==> src/rtl/fifo_pkg.sv <==
// ---------------------------------------------------------------------------
// fifo_pkg
// Shared definitions for the programmable FIFO family.
//   FIFO_STD / FIFO_FWFT : read-mode encoding used for the FWFT parameter
//   ptr_w(depth)         : pointer width, $clog2(depth)
//   cnt_w(depth)         : fill-level width, ptr_w(depth)+1 (holds 0..depth)
//   is_pow2(v)           : true for powers of two >= 2
// ---------------------------------------------------------------------------
package fifo_pkg;

   localparam int FIFO_STD  = 0;
   localparam int FIFO_FWFT = 1;

   function automatic int ptr_w(input int depth);
      // Guard keeps the width sane even for an illegal DEPTH so that the
      // parameter check is what reports the problem.
      return (depth > 1) ? $clog2(depth) : 1;
   endfunction

   function automatic int cnt_w(input int depth);
      return ptr_w(depth) + 1;
   endfunction

   function automatic bit is_pow2(input int v);
      return (v >= 2) && ((v & (v - 1)) == 0);
   endfunction

endpackage

==> src/rtl/fifo_prog_mem.sv <==
// ---------------------------------------------------------------------------
// fifo_prog_mem
// Simple dual-port register array: synchronous write, asynchronous read.
// Contents are never reset.
//   clk     : write clock
//   wr_en   : write strobe
//   wr_addr : write address
//   wr_data : write data
//   rd_addr : read address
//   rd_data : combinational read data, mem[rd_addr]
// ---------------------------------------------------------------------------
module fifo_prog_mem #(
   parameter int DATA_WIDTH = 128,
   parameter int DEPTH      = 8,
   parameter int ADDR_W     = 3
) (
   input  logic                  clk,
   input  logic                  wr_en,
   input  logic [ADDR_W-1:0]     wr_addr,
   input  logic [DATA_WIDTH-1:0] wr_data,
   input  logic [ADDR_W-1:0]     rd_addr,
   output logic [DATA_WIDTH-1:0] rd_data
);

   logic [DATA_WIDTH-1:0] mem_q [DEPTH];

   always_ff @(posedge clk) begin
      if (wr_en) begin
         mem_q[wr_addr] <= wr_data;
      end
   end

   assign rd_data = mem_q[rd_addr];

endmodule

==> src/rtl/fifo_prog.sv <==
// ---------------------------------------------------------------------------
// fifo_prog
// Synchronous FIFO with power-of-two depth, standard or first-word-fall-
// through read, programmable almost-full/almost-empty, fill-level output and
// sticky overflow/underflow flags.
//   clk         : clock, rising edge
//   arst_n      : asynchronous active-low reset
//   srst        : synchronous clear, active-high, beats wr/rd/clr_err
//   wr, data    : write request and write data
//   rd          : read request (FWFT: pop of the head word)
//   clr_err     : synchronous clear of overflow/underflow
//   q           : read data (STD: registered; FWFT: head word while !mty)
//   count       : fill level 0..DEPTH
//   full, almost_full, mty, almost_mty : registered status from count
//   overflow    : sticky, write rejected because full
//   underflow   : sticky, read rejected because empty
// Handshake: a request is accepted on the edge where it is high and its
// accept term (wr_ok / rd_ok, computed from pre-edge state) is true; a
// rejected request changes nothing except the matching error flag.
// ---------------------------------------------------------------------------
module fifo_prog
   import fifo_pkg::*;
#(
   parameter int DATA_WIDTH = 128,
   parameter int DEPTH      = 8,
   parameter int AF_THRESH  = 6,
   parameter int AE_THRESH  = 2,
   parameter int FWFT       = FIFO_STD
) (
   input  logic                      clk,
   input  logic                      arst_n,
   input  logic                      srst,
   input  logic                      wr,
   input  logic                      rd,
   input  logic [DATA_WIDTH-1:0]     data,
   input  logic                      clr_err,
   output logic [DATA_WIDTH-1:0]     q,
   output logic [cnt_w(DEPTH)-1:0]   count,
   output logic                      full,
   output logic                      almost_full,
   output logic                      mty,
   output logic                      almost_mty,
   output logic                      overflow,
   output logic                      underflow
);

   localparam int PTR_W = ptr_w(DEPTH);
   localparam int CNT_W = cnt_w(DEPTH);

   generate
      if (!is_pow2(DEPTH) || DEPTH > 1024) begin : g_bad_depth
         $error("fifo_prog: DEPTH must be a power of two in 2..1024");
      end
      if (AF_THRESH < 1 || AF_THRESH > DEPTH) begin : g_bad_af
         $error("fifo_prog: AF_THRESH must be in 1..DEPTH");
      end
      if (AE_THRESH < 0 || AE_THRESH > DEPTH - 1) begin : g_bad_ae
         $error("fifo_prog: AE_THRESH must be in 0..DEPTH-1");
      end
      if (FWFT != FIFO_STD && FWFT != FIFO_FWFT) begin : g_bad_mode
         $error("fifo_prog: FWFT must be 0 or 1");
      end
   endgenerate

   logic [PTR_W-1:0]      wr_ptr_q, wr_ptr_d;
   logic [PTR_W-1:0]      rd_ptr_q, rd_ptr_d;
   logic [CNT_W-1:0]      count_q, count_d;
   logic                  full_q, full_d;
   logic                  afull_q, afull_d;
   logic                  mty_q, mty_d;
   logic                  amty_q, amty_d;
   logic                  ovf_q, ovf_d;
   logic                  udf_q, udf_d;
   logic                  wr_ok, rd_ok, mem_we;
   logic [DATA_WIDTH-1:0] rd_data;

   // A write at full is still taken when a read frees the slot this edge.
   assign rd_ok  = rd & ~mty_q;
   assign wr_ok  = wr & (~full_q | rd_ok);
   assign mem_we = wr_ok & ~srst;

   always_comb begin
      wr_ptr_d = wr_ptr_q;
      rd_ptr_d = rd_ptr_q;
      count_d  = count_q;
      ovf_d    = ovf_q;
      udf_d    = udf_q;
      if (srst) begin
         wr_ptr_d = '0;
         rd_ptr_d = '0;
         count_d  = '0;
         ovf_d    = 1'b0;
         udf_d    = 1'b0;
      end else begin
         if (wr_ok) wr_ptr_d = wr_ptr_q + PTR_W'(1);
         if (rd_ok) rd_ptr_d = rd_ptr_q + PTR_W'(1);
         count_d = count_q + CNT_W'(wr_ok) - CNT_W'(rd_ok);
         // Set beats clear when both happen in one cycle.
         if (clr_err)      ovf_d = 1'b0;
         if (wr && !wr_ok) ovf_d = 1'b1;
         if (clr_err)      udf_d = 1'b0;
         if (rd && !rd_ok) udf_d = 1'b1;
      end
      // Status flags are registered from count_d so they line up with count.
      full_d  = (count_d == CNT_W'(DEPTH));
      afull_d = (count_d >= CNT_W'(AF_THRESH));
      mty_d   = (count_d == '0);
      amty_d  = (count_d <= CNT_W'(AE_THRESH));
   end

   always_ff @(posedge clk or negedge arst_n) begin
      if (!arst_n) begin
         wr_ptr_q <= '0;
         rd_ptr_q <= '0;
         count_q  <= '0;
         full_q   <= 1'b0;
         afull_q  <= 1'b0;
         mty_q    <= 1'b1;
         amty_q   <= 1'b1;
         ovf_q    <= 1'b0;
         udf_q    <= 1'b0;
      end else begin
         wr_ptr_q <= wr_ptr_d;
         rd_ptr_q <= rd_ptr_d;
         count_q  <= count_d;
         full_q   <= full_d;
         afull_q  <= afull_d;
         mty_q    <= mty_d;
         amty_q   <= amty_d;
         ovf_q    <= ovf_d;
         udf_q    <= udf_d;
      end
   end

   fifo_prog_mem #(
      .DATA_WIDTH (DATA_WIDTH),
      .DEPTH      (DEPTH),
      .ADDR_W     (PTR_W)
   ) u_mem (
      .clk     (clk),
      .wr_en   (mem_we),
      .wr_addr (wr_ptr_q),
      .wr_data (data),
      .rd_addr (rd_ptr_q),
      .rd_data (rd_data)
   );

   generate
      if (FWFT == FIFO_FWFT) begin : g_fwft
         // Head word is shown directly; meaningless while mty is high.
         assign q = rd_data;
      end else begin : g_std
         logic [DATA_WIDTH-1:0] q_q, q_d;

         always_comb begin
            q_d = q_q;
            if (srst)       q_d = '0;
            else if (rd_ok) q_d = rd_data;
         end

         always_ff @(posedge clk or negedge arst_n) begin
            if (!arst_n) q_q <= '0;
            else         q_q <= q_d;
         end

         assign q = q_q;
      end
   endgenerate

   assign count       = count_q;
   assign full        = full_q;
   assign almost_full = afull_q;
   assign mty         = mty_q;
   assign almost_mty  = amty_q;
   assign overflow    = ovf_q;
   assign underflow   = udf_q;

endmodule

==> config.mk <==
export PLATFORM = sky130hd
export DESIGN_NAME = fifo_prog
export DESIGN_NICKNAME = d
export VERILOG_FILES = /design/src/rtl/fifo_pkg.sv /design/src/rtl/fifo_prog_mem.sv /design/src/rtl/fifo_prog.sv
export SDC_FILE = /design/constraint.sdc
export NUM_CORES = 1
export LEC_CHECK = 0
export BUFFER_PORTS_ARGS = -buffer_cell sky130_fd_sc_hd__buf_2
export CELL_PAD_IN_SITES_DETAIL_PLACEMENT = 1
export CELL_PAD_IN_SITES_GLOBAL_PLACEMENT = 1
export CORE_ASPECT_RATIO = 1.25
export CORE_MARGIN = 3
export CORE_UTILIZATION = 45
export DETAILED_ROUTE_END_ITERATION = 6
export GPL_TIMING_DRIVEN = 0
export PLACE_DENSITY_LB_ADDON = 0.1
export SYNTH_ARGS = -nofsm -noshare
export SYNTH_HDL_FRONTEND = slang
export SYNTH_SLANG_ARGS = --single-unit
==> constraint.sdc <==
create_clock -name clk -period 14.74 [get_ports clk]
set_input_delay 0 -clock clk [delete_from_list [all_inputs] [get_ports clk]]
set_output_delay 0 -clock clk [all_outputs]
set_load 0.01 [all_outputs]
==> results.cfg <==
[cts]
clock_path_buffers = 3
root_buffer = clkbuf_16
cts_setup_buffers = 0
cts_tree = done
clock_sinks = 1168
clk_pin_slew_ns = 0.06
cts_inserted_buffers = 114
cts_htree_levels = 3
insertion_delay_ns = 0.68

[min_path]
hold_path_class = input port to flip-flop
min_to = u_mem.mem_q[3][21]
min_from = data[21]
min_path_cells = 2

[yosys]
synth_fp_nets = 2406
synth_top_area_share_pct = 69.9
avgSynthCellArea_um2 = 19.4
synthTopCellsByArea = edfxtp_1, dfrtp_1, mux4_2
yosys.area.top_type = edfxtp_1
synth_cell_types = 35
yosysSeqAreaShare_pct = 78.1
yosys_warnings = 0
synth_seq_cells = 1168
synth_area_um2 = 44000
synthCells = 2265

[finish]
fillers = 8699
layout-drive-gt1-share_pct = 33.0
mostFrequentLayoutCell = edfxtp_1
layout_common_cells = edfxtp_1, buf_2, mux2_2, dfrtp_1, nor2_1
num-nets-final = 3002
syn2layout_area_growth_pct = 21.2

[sta]
timing.fmax_ghz = 0.296
rsz0062_at_grt = false
relSlewSlack_pct = 14.6
worst_pin_slew_ns = 1.28
drv_slew = 0
skew_ns = 0.0188
finalCritPeriodShare_pct = 23.0
finalHoldViolations = 0
finalSetupViolCount = 0
period_minus_slack_ns = 3.38
finalSetupTns_ns = 0
fin_hold_ws_ns = 0.126

[floorplanning]
fp.dieW_um = 286
start_util_pct = 45.6
core-area_um2 = 96500
pin_count = 272
row_count = 127
fp.dieH_um = 356
die-area_um2 = 102000

[worst_setup_path]
critPathCaptureType = flip-flop
startpoint = mty
startpoint_type = flip-flop
reg2reg_to = u_mem.mem_q[1][119]
cp.required_ns = 15.12
crit_fanout = 9
r2r-start = mty
crit_type = flip-flop to flip-flop
r2r_setup_slack_ns = 11.36
worst_r2r_path_depth = 10
critPathArrivalTime_ns = 3.76

[pwr]
ir_worst_vdd_mv = 0.0955
pwr_density_cell_nw_per_um2 = 150
power_uw = 8010
p_leak_uw = 0.0185

[global_route]
overflow = 0
grt_max_degree = 73
antenna_found_initial = 12
grt_pass1_wl_mm = 170
grt.total_usage_pct = 22.8
grt_pass1_vias = 26000

[route]
drtAntennaViolNets = 0
wl_per_cell_um = 27.1
dr.pass1.iters = 5
totalWireLength_mm = 115
vias = 23400
drt_iter0_markers = 1735
drc_errors = 0
viasPerCell = 5.49

[place]
routabilityCongestion = 0.730
io_buffer_count = 271
hpwl_mm = 74.1

[flow_run]
max_cap_viol_count = 0

[outcome]
status = complete, no violations
## critical path: stages, from the launching register on
cell,delay [ns]
dfstp_2,0.38
nor2b_1,0.10
buf_4,0.18
o21ai_2,0.12
or3b_2,0.61
nor3_2,0.67
buf_6,0.26
buf_6,0.19
buf_6,0.17
buf_6,0.18
buf_6,0.18
## report_power, final
part / switching [uW] / internal (uW)
registers: 81.5 / 3790
logic: 700 / 577
clock network: 1230 / 1640
## sequential cells by signal (all words and copies together), names as in the netlist
signal,cells
almost_full,1
underflow,1
wr_ptr_q,3
mty,1
rd_ptr_q,3
u_mem.mem_q,1024
q,128
full,1
count,4
almost_mty,1
overflow,1
## logic make-up (layout without fill, tap and decap cells)
family                     count (synthesis)  after routing  share of synthesized area [%]
muxes                                    385            385                           13.1
DFF                                     1168           1168                           78.1
adders and majority gates                  7              7                          0.216
xor gates and xnor gates                   7              7                          0.139
buffers and inverters                    137            835                           1.65
other                                      0              7                              0
and+or+nand+nor                          295            295                           2.62
AOI/OAI and AO/OA                        266            266                           4.17
## synthesized netlist by cell type, drive strengths merged
library cell,n
edfxtp,1024
mux2,254
nor2,144
dfrtp,142
nand2,134
mux4,128
o22ai,127
o31ai,127
buf,68
clkbuf,63
nand2b,8
ha,6
inv,6
a21oi,4
nor2b,4
xor2,4
mux2i,3
nor3,3
xnor2,3
a31o,2
dfstp,2
a2111oi,1
a21o,1
a22o,1
a311oi,1
fa,1
o211ai,1
o21ai,1
or3,1
or3b,1
## per-stage QoR
stage	setup slack [ns]	instance area [um^2]	utilization, %	instances
after floorplan	4.08	44000	-	2265
after global placement	-6.33	47000	48.7	3826
after detailed placement	11.30	48200	50.0	3898
after CTS	11.29	53300	55.3	4253
after global routing	11.17	53300	55.3	4255
final	11.36	53300	55.3	4260
## worst max-delay path by stage
stage,endpoint
3_5_place_dp,u_mem.mem_q[1][119]
3_3_place_gp,u_mem.mem_q[1][118]
2_1_floorplan,u_mem.mem_q[1][0]
4_1_cts,u_mem.mem_q[1][119]
6_report,u_mem.mem_q[1][119]
5_1_grt,u_mem.mem_q[1][119]
## final cells by class
type                       instances  area, um^2  share of cell area (%)
multi-input combinational        960        8970                    16.8
timing repair buffer             480        3950                    7.41
clock inverter                    47         428                   0.802
clock buffer                     171        3270                    6.13
antenna                            7        17.5                  0.0328
tap                             1290        1610                    3.03
buffer                           131         703                    1.32
sequential                      1168       34400                    64.4
inverter                           6        22.5                  0.0422
## per-layer routing
metal / wire, um / track usage, % / vias up
met1: 46300 / 28.2 / 12400
met5: 34 / 0 / -
met3: 5690 / 4.04 / 178
met2: 60300 / 41.0 / 562
met4: 2990 / 6.56 / 6
li1: - / - / 10200
## timing repair
item / 4_1_cts / 5_1_grt
hold buffers: 137 / 0
hold endpoints to repair: 1143 / 0
gates resized for setup: 0 / 0
(Power assumes the default switching activity.)
